==> src/rtl/core_v_mcu_pkg.sv <==
// Shared register-bus types, address rules and router constants for the peripheral subsystem.
package core_v_mcu_pkg;

    typedef logic [31:0] addr_t;
    typedef logic [31:0] data_t;
    typedef logic [3:0]  strb_t;

    typedef struct packed {
        addr_t addr;
        logic  write;
        data_t wdata;
        strb_t wstrb;
        logic  valid;
    } reg_req_t;

    typedef struct packed {
        data_t rdata;
        logic  error;
        logic  ready;
    } reg_rsp_t;

    typedef struct packed {
        logic [31:0] idx;
        addr_t       start_addr;
        addr_t       end_addr;
    } rule_t;

    typedef enum logic [1:0] {
        IDLE,
        ISSUE,
        RESP
    } router_state_e;

    localparam logic [31:0] ERR_DATA = 32'hBADCAB1E;

    // An index or counter over n values never collapses to zero bits.
    function automatic int unsigned idx_width(input int unsigned n);
        return (n > 1) ? $clog2(n) : 1;
    endfunction

endpackage

==> src/rtl/periph_reg_router_addr_decode.sv <==
// Address decoder: compares an address against a rule table; the last (highest-index) matching rule wins.
module addr_decode #(
    parameter int unsigned NoIndices = 2,
    parameter int unsigned NoRules   = 1,
    parameter type         addr_t    = logic [31:0],
    parameter type         rule_t    = logic,
    parameter int unsigned IdxWidth  = (NoIndices > 1) ? $clog2(NoIndices) : 1
) (
    input  addr_t               addr_i,
    input  rule_t               addr_map_i [NoRules],
    output logic [IdxWidth-1:0] idx_o,
    output logic                dec_valid_o,
    output logic                dec_error_o,
    input  logic                en_default_idx_i,
    input  logic [IdxWidth-1:0] default_idx_i
);

    always_comb begin
        idx_o       = en_default_idx_i ? default_idx_i : '0;
        dec_valid_o = 1'b0;
        dec_error_o = !en_default_idx_i;
        for (int unsigned i = 0; i < NoRules; i++) begin
            if ((addr_i >= addr_map_i[i].start_addr) && (addr_i < addr_map_i[i].end_addr)) begin
                dec_valid_o = 1'b1;
                dec_error_o = 1'b0;
                idx_o       = IdxWidth'(addr_map_i[i].idx);
            end
        end
    end

endmodule

==> src/rtl/periph_reg_router.sv <==
// Timeout-protected register-bus router: decodes one upstream request to one slave, registers
// the response, answers unmapped/disabled targets with an error and aborts hung slaves.
module periph_reg_router
    import core_v_mcu_pkg::*;
#(
    parameter int unsigned NumPorts      = 4,
    parameter int unsigned NumRules      = NumPorts,
    parameter int unsigned TimeoutCycles = 256,
    parameter logic [31:0] ErrData       = ERR_DATA,
    parameter int unsigned ErrCntWidth   = 16,
    parameter type         addr_t        = core_v_mcu_pkg::addr_t,
    parameter type         reg_req_t     = core_v_mcu_pkg::reg_req_t,
    parameter type         reg_rsp_t     = core_v_mcu_pkg::reg_rsp_t,
    parameter type         rule_t        = core_v_mcu_pkg::rule_t,
    localparam int unsigned IdxWidth     = idx_width(NumPorts)
) (
    input  logic                   clk_i,
    input  logic                   rst_ni,
    input  reg_req_t               reg_req_i,
    output reg_rsp_t               reg_rsp_o,
    output reg_req_t               reg_req_o [NumPorts],
    input  reg_rsp_t               reg_rsp_i [NumPorts],
    input  rule_t                  addr_map_i [NumRules],
    input  logic [NumPorts-1:0]    port_en_i,
    input  logic                   timeout_clr_i,
    output logic                   timeout_o,
    output logic [IdxWidth-1:0]    timeout_idx_o,
    output logic [ErrCntWidth-1:0] err_cnt_o
);

    localparam int unsigned TCntWidth = idx_width(TimeoutCycles);
    localparam logic [TCntWidth-1:0] TLast =
        TCntWidth'((TimeoutCycles == 0) ? 0 : TimeoutCycles - 1);

    router_state_e          state_q;
    reg_req_t               req_q;
    reg_rsp_t               rsp_q;
    logic [IdxWidth-1:0]    sel_q;
    logic [TCntWidth-1:0]   tcnt_q;
    logic [ErrCntWidth-1:0] err_cnt_q;
    logic                   timeout_q;
    logic [IdxWidth-1:0]    timeout_idx_q;

    logic [IdxWidth-1:0]    dec_idx;
    logic                   dec_valid;
    logic                   dec_error;
    logic                   dec_ok;
    reg_rsp_t               rsp_sel;

    addr_decode #(
        .NoIndices (NumPorts),
        .NoRules   (NumRules),
        .addr_t    (addr_t),
        .rule_t    (rule_t),
        .IdxWidth  (IdxWidth)
    ) i_addr_decode (
        .addr_i           (reg_req_i.addr),
        .addr_map_i       (addr_map_i),
        .idx_o            (dec_idx),
        .dec_valid_o      (dec_valid),
        .dec_error_o      (dec_error),
        .en_default_idx_i (1'b0),
        .default_idx_i    ('0)
    );

    // A rule pointing past the last port or at a disabled port is handled like a miss.
    assign dec_ok  = dec_valid && !dec_error && (32'(dec_idx) < NumPorts) && port_en_i[dec_idx];
    assign rsp_sel = reg_rsp_i[sel_q];

    always_ff @(posedge clk_i or negedge rst_ni) begin
        if (!rst_ni) begin
            state_q       <= IDLE;
            req_q         <= '0;
            rsp_q         <= '0;
            sel_q         <= '0;
            tcnt_q        <= '0;
            err_cnt_q     <= '0;
            timeout_q     <= 1'b0;
            timeout_idx_q <= '0;
        end else begin
            if (timeout_clr_i) begin
                timeout_q <= 1'b0;
            end
            case (state_q)
                IDLE: begin
                    if (reg_req_i.valid) begin
                        req_q  <= reg_req_i;
                        tcnt_q <= '0;
                        if (dec_ok) begin
                            sel_q   <= dec_idx;
                            state_q <= ISSUE;
                        end else begin
                            rsp_q.rdata <= ErrData;
                            rsp_q.error <= 1'b1;
                            rsp_q.ready <= 1'b1;
                            if (err_cnt_q != '1) err_cnt_q <= err_cnt_q + 1'b1;
                            state_q <= RESP;
                        end
                    end
                end
                ISSUE: begin
                    // A ready arriving on the expiry cycle still completes normally.
                    if (rsp_sel.ready) begin
                        rsp_q.rdata <= rsp_sel.rdata;
                        rsp_q.error <= rsp_sel.error;
                        rsp_q.ready <= 1'b1;
                        state_q     <= RESP;
                    end else if ((TimeoutCycles != 0) && (tcnt_q == TLast)) begin
                        rsp_q.rdata   <= ErrData;
                        rsp_q.error   <= 1'b1;
                        rsp_q.ready   <= 1'b1;
                        timeout_q     <= 1'b1;
                        timeout_idx_q <= sel_q;
                        if (err_cnt_q != '1) err_cnt_q <= err_cnt_q + 1'b1;
                        state_q <= RESP;
                    end else begin
                        tcnt_q <= tcnt_q + 1'b1;
                    end
                end
                RESP: begin
                    rsp_q   <= '0;
                    state_q <= IDLE;
                end
                default: state_q <= IDLE;
            endcase
        end
    end

    always_comb begin
        for (int i = 0; i < NumPorts; i++) begin
            reg_req_o[i] = '0;
            if ((state_q == ISSUE) && (sel_q == IdxWidth'(i))) begin
                reg_req_o[i] = req_q;
            end
        end
    end

    assign reg_rsp_o     = rsp_q;
    assign timeout_o     = timeout_q;
    assign timeout_idx_o = timeout_idx_q;
    assign err_cnt_o     = err_cnt_q;

endmodule

==> config.mk <==
export PLATFORM = sky130hd
export DESIGN_NAME = periph_reg_router
export DESIGN_NICKNAME = d
export VERILOG_FILES = /design/src/rtl/core_v_mcu_pkg.sv /design/src/rtl/periph_reg_router_addr_decode.sv /design/src/rtl/periph_reg_router.sv
export SDC_FILE = /design/constraint.sdc
export NUM_CORES = 1
export LEC_CHECK = 0
export ABC_AREA = 0
export CELL_PAD_IN_SITES_DETAIL_PLACEMENT = 1
export CELL_PAD_IN_SITES_GLOBAL_PLACEMENT = 2
export CORE_AREA = 2 2 363 365
export DETAILED_ROUTE_END_ITERATION = 8
export DIE_AREA = 0 0 365 367
export PLACE_DENSITY = 0.52
export SLEW_MARGIN = 15
export SYNTH_ARGS = -nofsm -noshare
export SYNTH_HDL_FRONTEND = slang
export SYNTH_SLANG_ARGS = --single-unit
==> constraint.sdc <==
create_clock -name clk_i -period 5.5 [get_ports clk_i]
set_clock_uncertainty 0.15 [all_clocks]
set_input_delay 1.1 -clock clk_i [delete_from_list [all_inputs] [get_ports clk_i]]
set_output_delay 1.1 -clock clk_i [all_outputs]
set_load 0.1 [all_outputs]
Word level (Yosys, flattened, before mapping) --
Index checks and enable logic that the tools add are counted.
Storage, ports and cells: bits in registers 135, input port bits 597, logic and storage cells 108, output and inout port bits 333
Cells by class: bitwise logic cells 2, multiplexer cells 45, magnitude comparators 10, add/subtract/negate cells 2, equality and inequality tests 13, reductions and logical operators 22
Operators by type and width (number):
- 70-bit two-way mux | 4
- 34-bit two-way mux | 6
- 32-bit greater-or-equal comparator | 4
- 32-bit < comparator | 4
- 34-bit case mux with 3 select lines | 1
- 16-bit two-way mux | 5
- 34-bit binary-select mux with 2-bit select | 1
- 16-bit case mux with 2 select lines | 1
- 8-bit two-way mux | 3
- 16-bit by 1-bit adder with 16-bit output (second input constant) | 1
- 2-bit two-way mux | 8
- 16-bit != test (second input constant) | 1
- 8-bit case mux with 2 select lines | 1
- 1-bit two-way mux | 13
- 1-bit logical AND | 10
- 2-bit != test (second input constant) | 5
- 8-bit by 1-bit adder with 8-bit output (second input constant) | 1
- 8-bit equality test (second input constant) | 1
- 4-bit AND reduction | 2
- 2-bit equality test (second input constant) | 3
- 3-bit AND reduction | 2
- 5-bit AND reduction | 1
- 2-bit by 1-bit equality test with 1-bit output (second input constant) | 2
- 2-bit zero test | 2
- other kinds (11) | 12

Longest topological paths before layout --
Gate-level depths: netlist of the first run.
word-level depth 12, gate-level depth with buffers 15, gate-level depth less buffers 13

Cells and area by module --
A second synthesis of the first run with hierarchy kept.
Unflattened totals: cells, all modules 1713, area total of the unflattened synthesis 14828.0 µm²
By module, submodules not included:
- periph_reg_router | cells an instance 818, area each 8384.3 µm², sequential area each 3378.2 µm², times used 1
- addr_decode | cells an instance 895, area each 6443.7 µm², sequential area each 0.0 µm², times used 1

Least setup slack after synthesis of the first run --
No wires, ideal clock.
path kind input to register, from input reg_req_i[38] in the netlist's numbering, to register rsp_q, in the netlist reg_rsp_o[17], setup slack 1.207 ns, data required time 5.271 ns, setup time 0.079 ns, arrival 4.064 ns, buffers on the path 1, stages on the path 14, cell sequence inv_1 ha_1 nand2b_1 a2111o_1 a31oi_1 o211ai_1 a2111o_1 and2_4 a31oi_1 o221a_2 o221ai_1 a21oi_2 buf_4 mux2i_1
Between the ends: longest elaborated chain between the ends 11, elaborated cells between the ends (all ways) 31, those cells by class 8 x order compare; 1 x eq/ne; 14 x mux; 8 x reduce/logical
Ends and longest elaborated chain:
- from (decl) | RTL line periph_reg_router.sv:19 | input reg_req_t reg_req_i,
- 32-bit greater-or-equal comparator or 32-bit < comparator (tied branches) | RTL line periph_reg_router_addr_decode.sv:23 | if ((addr_i >= addr_map_i[i].start_addr) && (addr_i < addr_map_i[i].end_addr)) begin
- 1-bit logical AND | RTL line periph_reg_router_addr_decode.sv:23
- 2-bit two-way mux or 1-bit two-way mux (tied branches) (4 in series) | RTL line periph_reg_router_addr_decode.sv:23
- 1-bit binary-select mux with 2-bit select or 1-bit zero test (tied branches) | RTL line periph_reg_router.sv:67 | assign dec_ok = dec_valid && !dec_error && (32'(dec_idx) < NumPorts) && port_en_i[dec_idx];
- 1-bit two-way mux (not written as such) or 1-bit logical AND (tied branches) | RTL line periph_reg_router.sv:67
- 1-bit logical AND * | RTL line periph_reg_router.sv:67
- 2-bit != test (no source line) *
- 4-bit AND reduction (no source line) *
- to (decl) | RTL line periph_reg_router.sv:37 | reg_rsp_t rsp_q;
Every way passes the cells marked *; elsewhere a longest branch is shown, timed or not. The select of a mux whose other input is x is not followed. A chain may end at the register's enable or synchronous reset.

Worst setup path in the final report of the first run --
from input reg_req_i[38] in the netlist's numbering, to register err_cnt_q[15], in the netlist err_cnt_o[15]
Between the ends: longest elaborated chain between the ends 11, elaborated cells between the ends (all ways) 31, those cells by class 8 x order compare; 1 x eq/ne; 14 x mux; 8 x reduce/logical
Ends and longest elaborated chain:
- 32-bit greater-or-equal comparator or 32-bit < comparator (tied branches) | RTL line periph_reg_router_addr_decode.sv:23
- 1-bit logical AND | RTL line periph_reg_router_addr_decode.sv:23
- 2-bit two-way mux or 1-bit two-way mux (tied branches) (4 in series) | RTL line periph_reg_router_addr_decode.sv:23
- 1-bit binary-select mux with 2-bit select or 1-bit zero test (tied branches) | RTL line periph_reg_router.sv:67
- 1-bit two-way mux (not written as such) or 1-bit logical AND (tied branches) | RTL line periph_reg_router.sv:67
- 1-bit logical AND * | RTL line periph_reg_router.sv:67
- 2-bit != test (no source line) *
- 5-bit AND reduction (no source line) *
- to (signal assigned) | RTL line periph_reg_router.sv:96 | if (err_cnt_q != '1) err_cnt_q <= err_cnt_q + 1'b1;
- to (signal assigned) | RTL line periph_reg_router.sv:114 | if (err_cnt_q != '1) err_cnt_q <= err_cnt_q + 1'b1;
- to (decl) | RTL line periph_reg_router.sv:40 | logic [ErrCntWidth-1:0] err_cnt_q;
Marks and branches as above.

==> results of run 1 <==
-- stage by stage --
step / hold slack [ps] / total power (W) / utilization [%]
after floorplan: 318 / 0.00507 / -
after global routing: 379 / 0.00886 / 19.8
after detailed placement: 343 / 0.00720 / 19.3
final: 351 / 0.00827 / 19.8
after global placement: 337 / 0.00716 / 19.3
after CTS: 359 / 0.00857 / 19.8
-- cell type report --
type,count,share of cell area (%)
well taps,1755,8.49
flip-flops and latches,135,13.1
repair buffers,909,32.4
diodes,13,0.126
inverters,299,4.34
clock inverters,15,0.668
clock buffers,17,1.64
multi-input cells,1223,39.2
-- cell families (layout without fill, tap and decap cells) --
| family | Yosys count | in the layout | synth area share (%) |
|---|---|---|---|
| simple gates | 536 | 536 | 20.6 |
| buf+inv | 359 | 1240 | 9.21 |
| compound gates | 278 | 278 | 12.2 |
| fa+ha+maj | 257 | 257 | 21.7 |
| flops | 135 | 135 | 22.8 |
| mux | 131 | 131 | 12.3 |
| xor+xnor | 21 | 21 | 1.24 |
| other cells | 0 | 13 | 0 |
-- timing repair --
action | 4_1_cts | 5_1_grt
endpoints found under the setup margin | 0 | 1
setup buffers | 0 | 0
gates resized for setup | 0 | 1
-- worst register-to-register path, stage by stage (launching register included) --
cell	delay (ps)
sky130_fd_sc_hd__dfrtp_4	670
sky130_fd_sc_hd__mux4_2	660
sky130_fd_sc_hd__nand2b_1	210
sky130_fd_sc_hd__nand2b_1	290
sky130_fd_sc_hd__a21oi_1	210
sky130_fd_sc_hd__o21ai_0	320
sky130_fd_sc_hd__buf_4	310
sky130_fd_sc_hd__a2111oi_0	460
sky130_fd_sc_hd__xor2_1	120
-- power groups by stage --
stage | logic (W) | registers [W] | clock network (W)
2_1_floorplan | 0.00258 | 0.00250 | 0
3_3_place_gp | 0.00513 | 0.00203 | 0
3_5_place_dp | 0.00515 | 0.00205 | 0
4_1_cts | 0.00516 | 0.00203 | 0.00138
5_1_grt | 0.00537 | 0.00209 | 0.00140
6_report | 0.00500 | 0.00199 | 0.00127
-- cells in the final DEF (no fill, tap or decap), types with 17 or more instances in the layout --
master and instances:
sky130_fd_sc_hd__buf_12 20, sky130_fd_sc_hd__clkdlybuf4s50_1 525, sky130_fd_sc_hd__nor2_1 39, sky130_fd_sc_hd__dfrtp_1 133, sky130_fd_sc_hd__mux2_2 71, sky130_fd_sc_hd__mux2i_1 25, sky130_fd_sc_hd__buf_4 363, sky130_fd_sc_hd__nand3_1 23
sky130_fd_sc_hd__a211oi_1 18, sky130_fd_sc_hd__nand2_1 87, sky130_fd_sc_hd__o21ai_0 52, sky130_fd_sc_hd__nand4_1 28, sky130_fd_sc_hd__ha_1 256, sky130_fd_sc_hd__mux4_2 34, sky130_fd_sc_hd__xor2_1 17, sky130_fd_sc_hd__inv_1 299
sky130_fd_sc_hd__and2_1 281, sky130_fd_sc_hd__a21oi_1 110, sky130_fd_sc_hd__clkbuf_16 17
-- layer usage --
layer,track usage (%),wire length (um),vias to the layer above,share of wire (%)
met2,24.0,46400,478,51
met1,15.4,36900,7455,41
met3,4.07,6450,82,7.1
met5,0,319,-,0.35
li1,-,-,7630,-
met4,2.33,947,52,1.0
-- path summary, 6_finish.rpt --
kind                                     from  cells past startpoint             to  slack (ps)
worst max-delay path            reg_req_i[38]                     16  err_cnt_o[15]         430
worst min-delay path                tcnt_q[0]                      1      tcnt_q[0]         350
worst max register to register       sel_q[0]                      8  err_cnt_o[15]        1960
worst min register to register      tcnt_q[0]                      1      tcnt_q[0]         350
max in group asynchronous              rst_ni                      2  reg_rsp_o[20]        3680
min in group asynchronous              rst_ni                      1      req_q[67]         520
-- registers in the layout (all words and copies together) (netlist names) --
| signal | cells |
|---|---|
| state_q | 2 |
| timeout_o | 1 |
| err_cnt_o | 16 |
| timeout_idx_o | 2 |
| reg_rsp_o | 34 |
| tcnt_q | 8 |
| req_q | 70 |
| sel_q | 2 |
-- Yosys cell counts, types with 17 or more instances --
master	number
sky130_fd_sc_hd__a211oi_1	18
sky130_fd_sc_hd__a21oi_1	110
sky130_fd_sc_hd__and2_1	282
sky130_fd_sc_hd__clkbuf_1	48
sky130_fd_sc_hd__dfrtp_1	135
sky130_fd_sc_hd__ha_1	257
sky130_fd_sc_hd__inv_1	299
sky130_fd_sc_hd__mux2_2	71
sky130_fd_sc_hd__mux2i_1	26
sky130_fd_sc_hd__mux4_2	34
sky130_fd_sc_hd__nand2_1	87
sky130_fd_sc_hd__nand3_1	23
sky130_fd_sc_hd__nand4_1	28
sky130_fd_sc_hd__nor2_1	40
sky130_fd_sc_hd__o21ai_0	52
sky130_fd_sc_hd__xor2_1	17
==> metrics.txt, run 1 <==
# TYPE chip_impl_metric gauge
chip_impl_info{name="status",value="finished, final reports clean"} 1
chip_impl_metric{name="critPathBufInv",unit=""} 4
chip_impl_metric{name="intPower",unit="W"} 0.00377
chip_impl_metric{name="seq_area",unit="um2"} 3380
chip_impl_metric{name="postSynthAreaPerCell",unit="um2"} 8.64
chip_impl_metric{name="synth_top_area_share",unit="%"} 22.8
chip_impl_metric{name="synth.net_count",unit=""} 2571
chip_impl_metric{name="num_rows",unit=""} 133
chip_impl_metric{name="die_h",unit="um"} 367
chip_impl_metric{name="worst_voltage_drop_across_the_vdd_grid",unit="uV"} 194
chip_impl_info{name="worstSetupStartpointType",value="input port"} 1
chip_impl_metric{name="post_route_cells_drive_above_1_share",unit="%"} 21.1
chip_impl_metric{name="finalWirelength",unit="mm"} 91.0
chip_impl_metric{name="gr-usage-all-layers",unit="%"} 13.3
chip_impl_metric{name="pwr_density_cell",unit="nW/um2"} 320
chip_impl_metric{name="postSynthCellCount",unit=""} 1717
chip_impl_metric{name="yosys_warnings",unit=""} 0
chip_impl_info{name="netlist_top_cells_area",value="sky130_fd_sc_hd__dfrtp_1 (23%), sky130_fd_sc_hd__ha_1 (22%), sky130_fd_sc_hd__and2_1 (12%)"} 1
chip_impl_metric{name="layout.cells.non_filler",unit=""} 4366
chip_impl_metric{name="synth-async-reset-ratio",unit="%"} 100
chip_impl_metric{name="grt_pass1_vias",unit=""} 16600
chip_impl_metric{name="clk_transition_reported_paths",unit="ps"} 70
chip_impl_metric{name="die_x_extent",unit="um"} 365
chip_impl_info{name="rsz_0062_raised_after_global_routing",value="false"} 1
chip_impl_metric{name="setup-tns-final",unit="ps"} 0
chip_impl_metric{name="post_drt_via_cell_ratio",unit=""} 3.60
chip_impl_metric{name="syn_area",unit="um2"} 14800
chip_impl_metric{name="floorplan.initialDensity",unit="%"} 11.4
chip_impl_metric{name="synth-seq-cells",unit=""} 135
chip_impl_metric{name="timing.max_slew.rel_slack",unit="%"} 27.8
chip_impl_info{name="min_path_type",value="flip-flop to flip-flop"} 1
chip_impl_metric{name="dp_worst_setup_slack",unit="ps"} -328
chip_impl_metric{name="core_region_area",unit="um2"} 130000
chip_impl_info{name="path_delay_family",value="compound AO/OA/AOI/OAI gates"} 1
chip_impl_metric{name="wl_per_cell",unit="um"} 20.8
chip_impl_info{name="path_class",value="input port to flip-flop"} 1
chip_impl_metric{name="setup_slack",unit="ps"} 432
chip_impl_info{name="postSynth.topFlopCell",value="sky130_fd_sc_hd__dfrtp_1"} 1
chip_impl_metric{name="critical_path.max_stage_delay",unit="ps"} 590
chip_impl_metric{name="drc_errors",unit=""} 0
chip_impl_metric{name="final_count_of_negative_setup_slack_endpoints",unit=""} 0
chip_impl_metric{name="worst_slew_pin_slew",unit="ps"} 1080
chip_impl_metric{name="slew_violations",unit=""} 0
chip_impl_metric{name="route.antenna.remaining_nets",unit=""} 0
chip_impl_metric{name="overflow",unit=""} 0
chip_impl_metric{name="synth_edf_count",unit=""} 0
chip_impl_metric{name="power.switching_fraction",unit="%"} 54.4
chip_impl_metric{name="placedInstanceArea",unit="um2"} 25200
chip_impl_metric{name="yosys.cell_types.count",unit=""} 67
chip_impl_metric{name="clock_path_buffers",unit=""} 2
chip_impl_metric{name="dp_cells",unit=""} 4321
chip_impl_metric{name="maxCapViolCount",unit=""} 0
chip_impl_metric{name="initialDrtViolationCount",unit=""} 398
chip_impl_metric{name="min_period_over_period",unit="%"} 92.2
chip_impl_metric{name="synth.yosys.seq_area_share",unit="%"} 22.8
chip_impl_metric{name="final.min_clock_period",unit="ps"} 5070
chip_impl_metric{name="maximum_number_of_pins_on_one_net_before_global_route_repair",unit=""} 73
chip_impl_metric{name="htreeDepth",unit=""} 4
chip_impl_metric{name="boundaryPins",unit=""} 930
chip_impl_metric{name="final_design_area_no_fill",unit="um2"} 25900
chip_impl_metric{name="clockPowerShare",unit="%"} 15.4
chip_impl_metric{name="power.sequential.fraction",unit="%"} 24.1
chip_impl_metric{name="switchingPower",unit="W"} 0.00450
chip_impl_metric{name="fp.dieArea",unit="um2"} 134000
chip_impl_metric{name="final_net_count",unit=""} 3439
chip_impl_metric{name="dpl.hpwl",unit="mm"} 77.0
chip_impl_info{name="cts_tree",value="done"} 1
chip_impl_metric{name="holdBufCountCts",unit=""} 0
chip_impl_metric{name="standby_leakage_power",unit="nW"} 12.2
chip_impl_metric{name="dr.pass1.iters",unit=""} 4
chip_impl_metric{name="critical_path.max_fanout",unit=""} 18
chip_impl_metric{name="pwr-share-comb",unit="%"} 60.5
chip_impl_metric{name="critical_path_arrival",unit="ps"} 5270
chip_impl_metric{name="buffer_ports.inserted",unit=""} 809
chip_impl_metric{name="grt_pass1_wl",unit="mm"} 125
chip_impl_metric{name="number_of_clock_buffers_inserted_by_tritoncts",unit=""} 17
chip_impl_info{name="synth_top_cell_by_area",value="sky130_fd_sc_hd__dfrtp_1"} 1
chip_impl_metric{name="worst_ep_required_time",unit="ps"} 5700
chip_impl_info{name="crit_path_cell_trace",value="clkdlybuf4s50_1 > inv_1 > ha_1 > nand2b_1 > a2111oi_0 > a2bb2oi_1 > buf_4 > a21o_1 > a2111oi_0 > a41oi_2 > mux2i_1 > o221a_2 > o22ai_2 > buf_12 > a2111oi_0 > xor2_1"} 1
chip_impl_metric{name="clock_sinks",unit=""} 135
chip_impl_metric{name="multiInputGateArea",unit="um2"} 10100
chip_impl_metric{name="grt_antenna_before_repair",unit=""} 41
chip_impl_metric{name="finalHoldViolCount",unit=""} 0
chip_impl_metric{name="synthToLayoutAreaGrowth",unit="%"} 74.4
chip_impl_metric{name="layout.filler_cells",unit=""} 15400
chip_impl_info{name="clock-root-buffer",value="sky130_fd_sc_hd__clkbuf_16"} 1
chip_impl_metric{name="fmax",unit="GHz"} 0.197
chip_impl_info{name="cp_capture_type",value="flip-flop"} 1
chip_impl_info{name="critical-path-slowest-cell",value="sky130_fd_sc_hd__clkdlybuf4s50_1"} 1
chip_impl_metric{name="clock_latency_of_the_later_clocked_register_in_the_worst_skew_pair",unit="ps"} 500
chip_impl_info{name="critPathMostFrequentCell",value="sky130_fd_sc_hd__a2111oi_0"} 1
chip_impl_metric{name="place_congestion",unit=""} 0.747
chip_impl_metric{name="routed-via-count",unit=""} 15700
(Power assumes the default switching activity.)
==> run 2, diff against run 1 <==
--- a/config.mk
+++ b/config.mk
@@ -6,6 +6,7 @@
 export NUM_CORES = 1
 export LEC_CHECK = 0
 export ABC_AREA = 0
+export CAP_MARGIN = 20
 export CELL_PAD_IN_SITES_DETAIL_PLACEMENT = 1
 export CELL_PAD_IN_SITES_GLOBAL_PLACEMENT = 2
 export CORE_AREA = 2 2 363 365
==> results of run 2 <==
The final DEF is identical to that of run 1; final timing and power are the same.
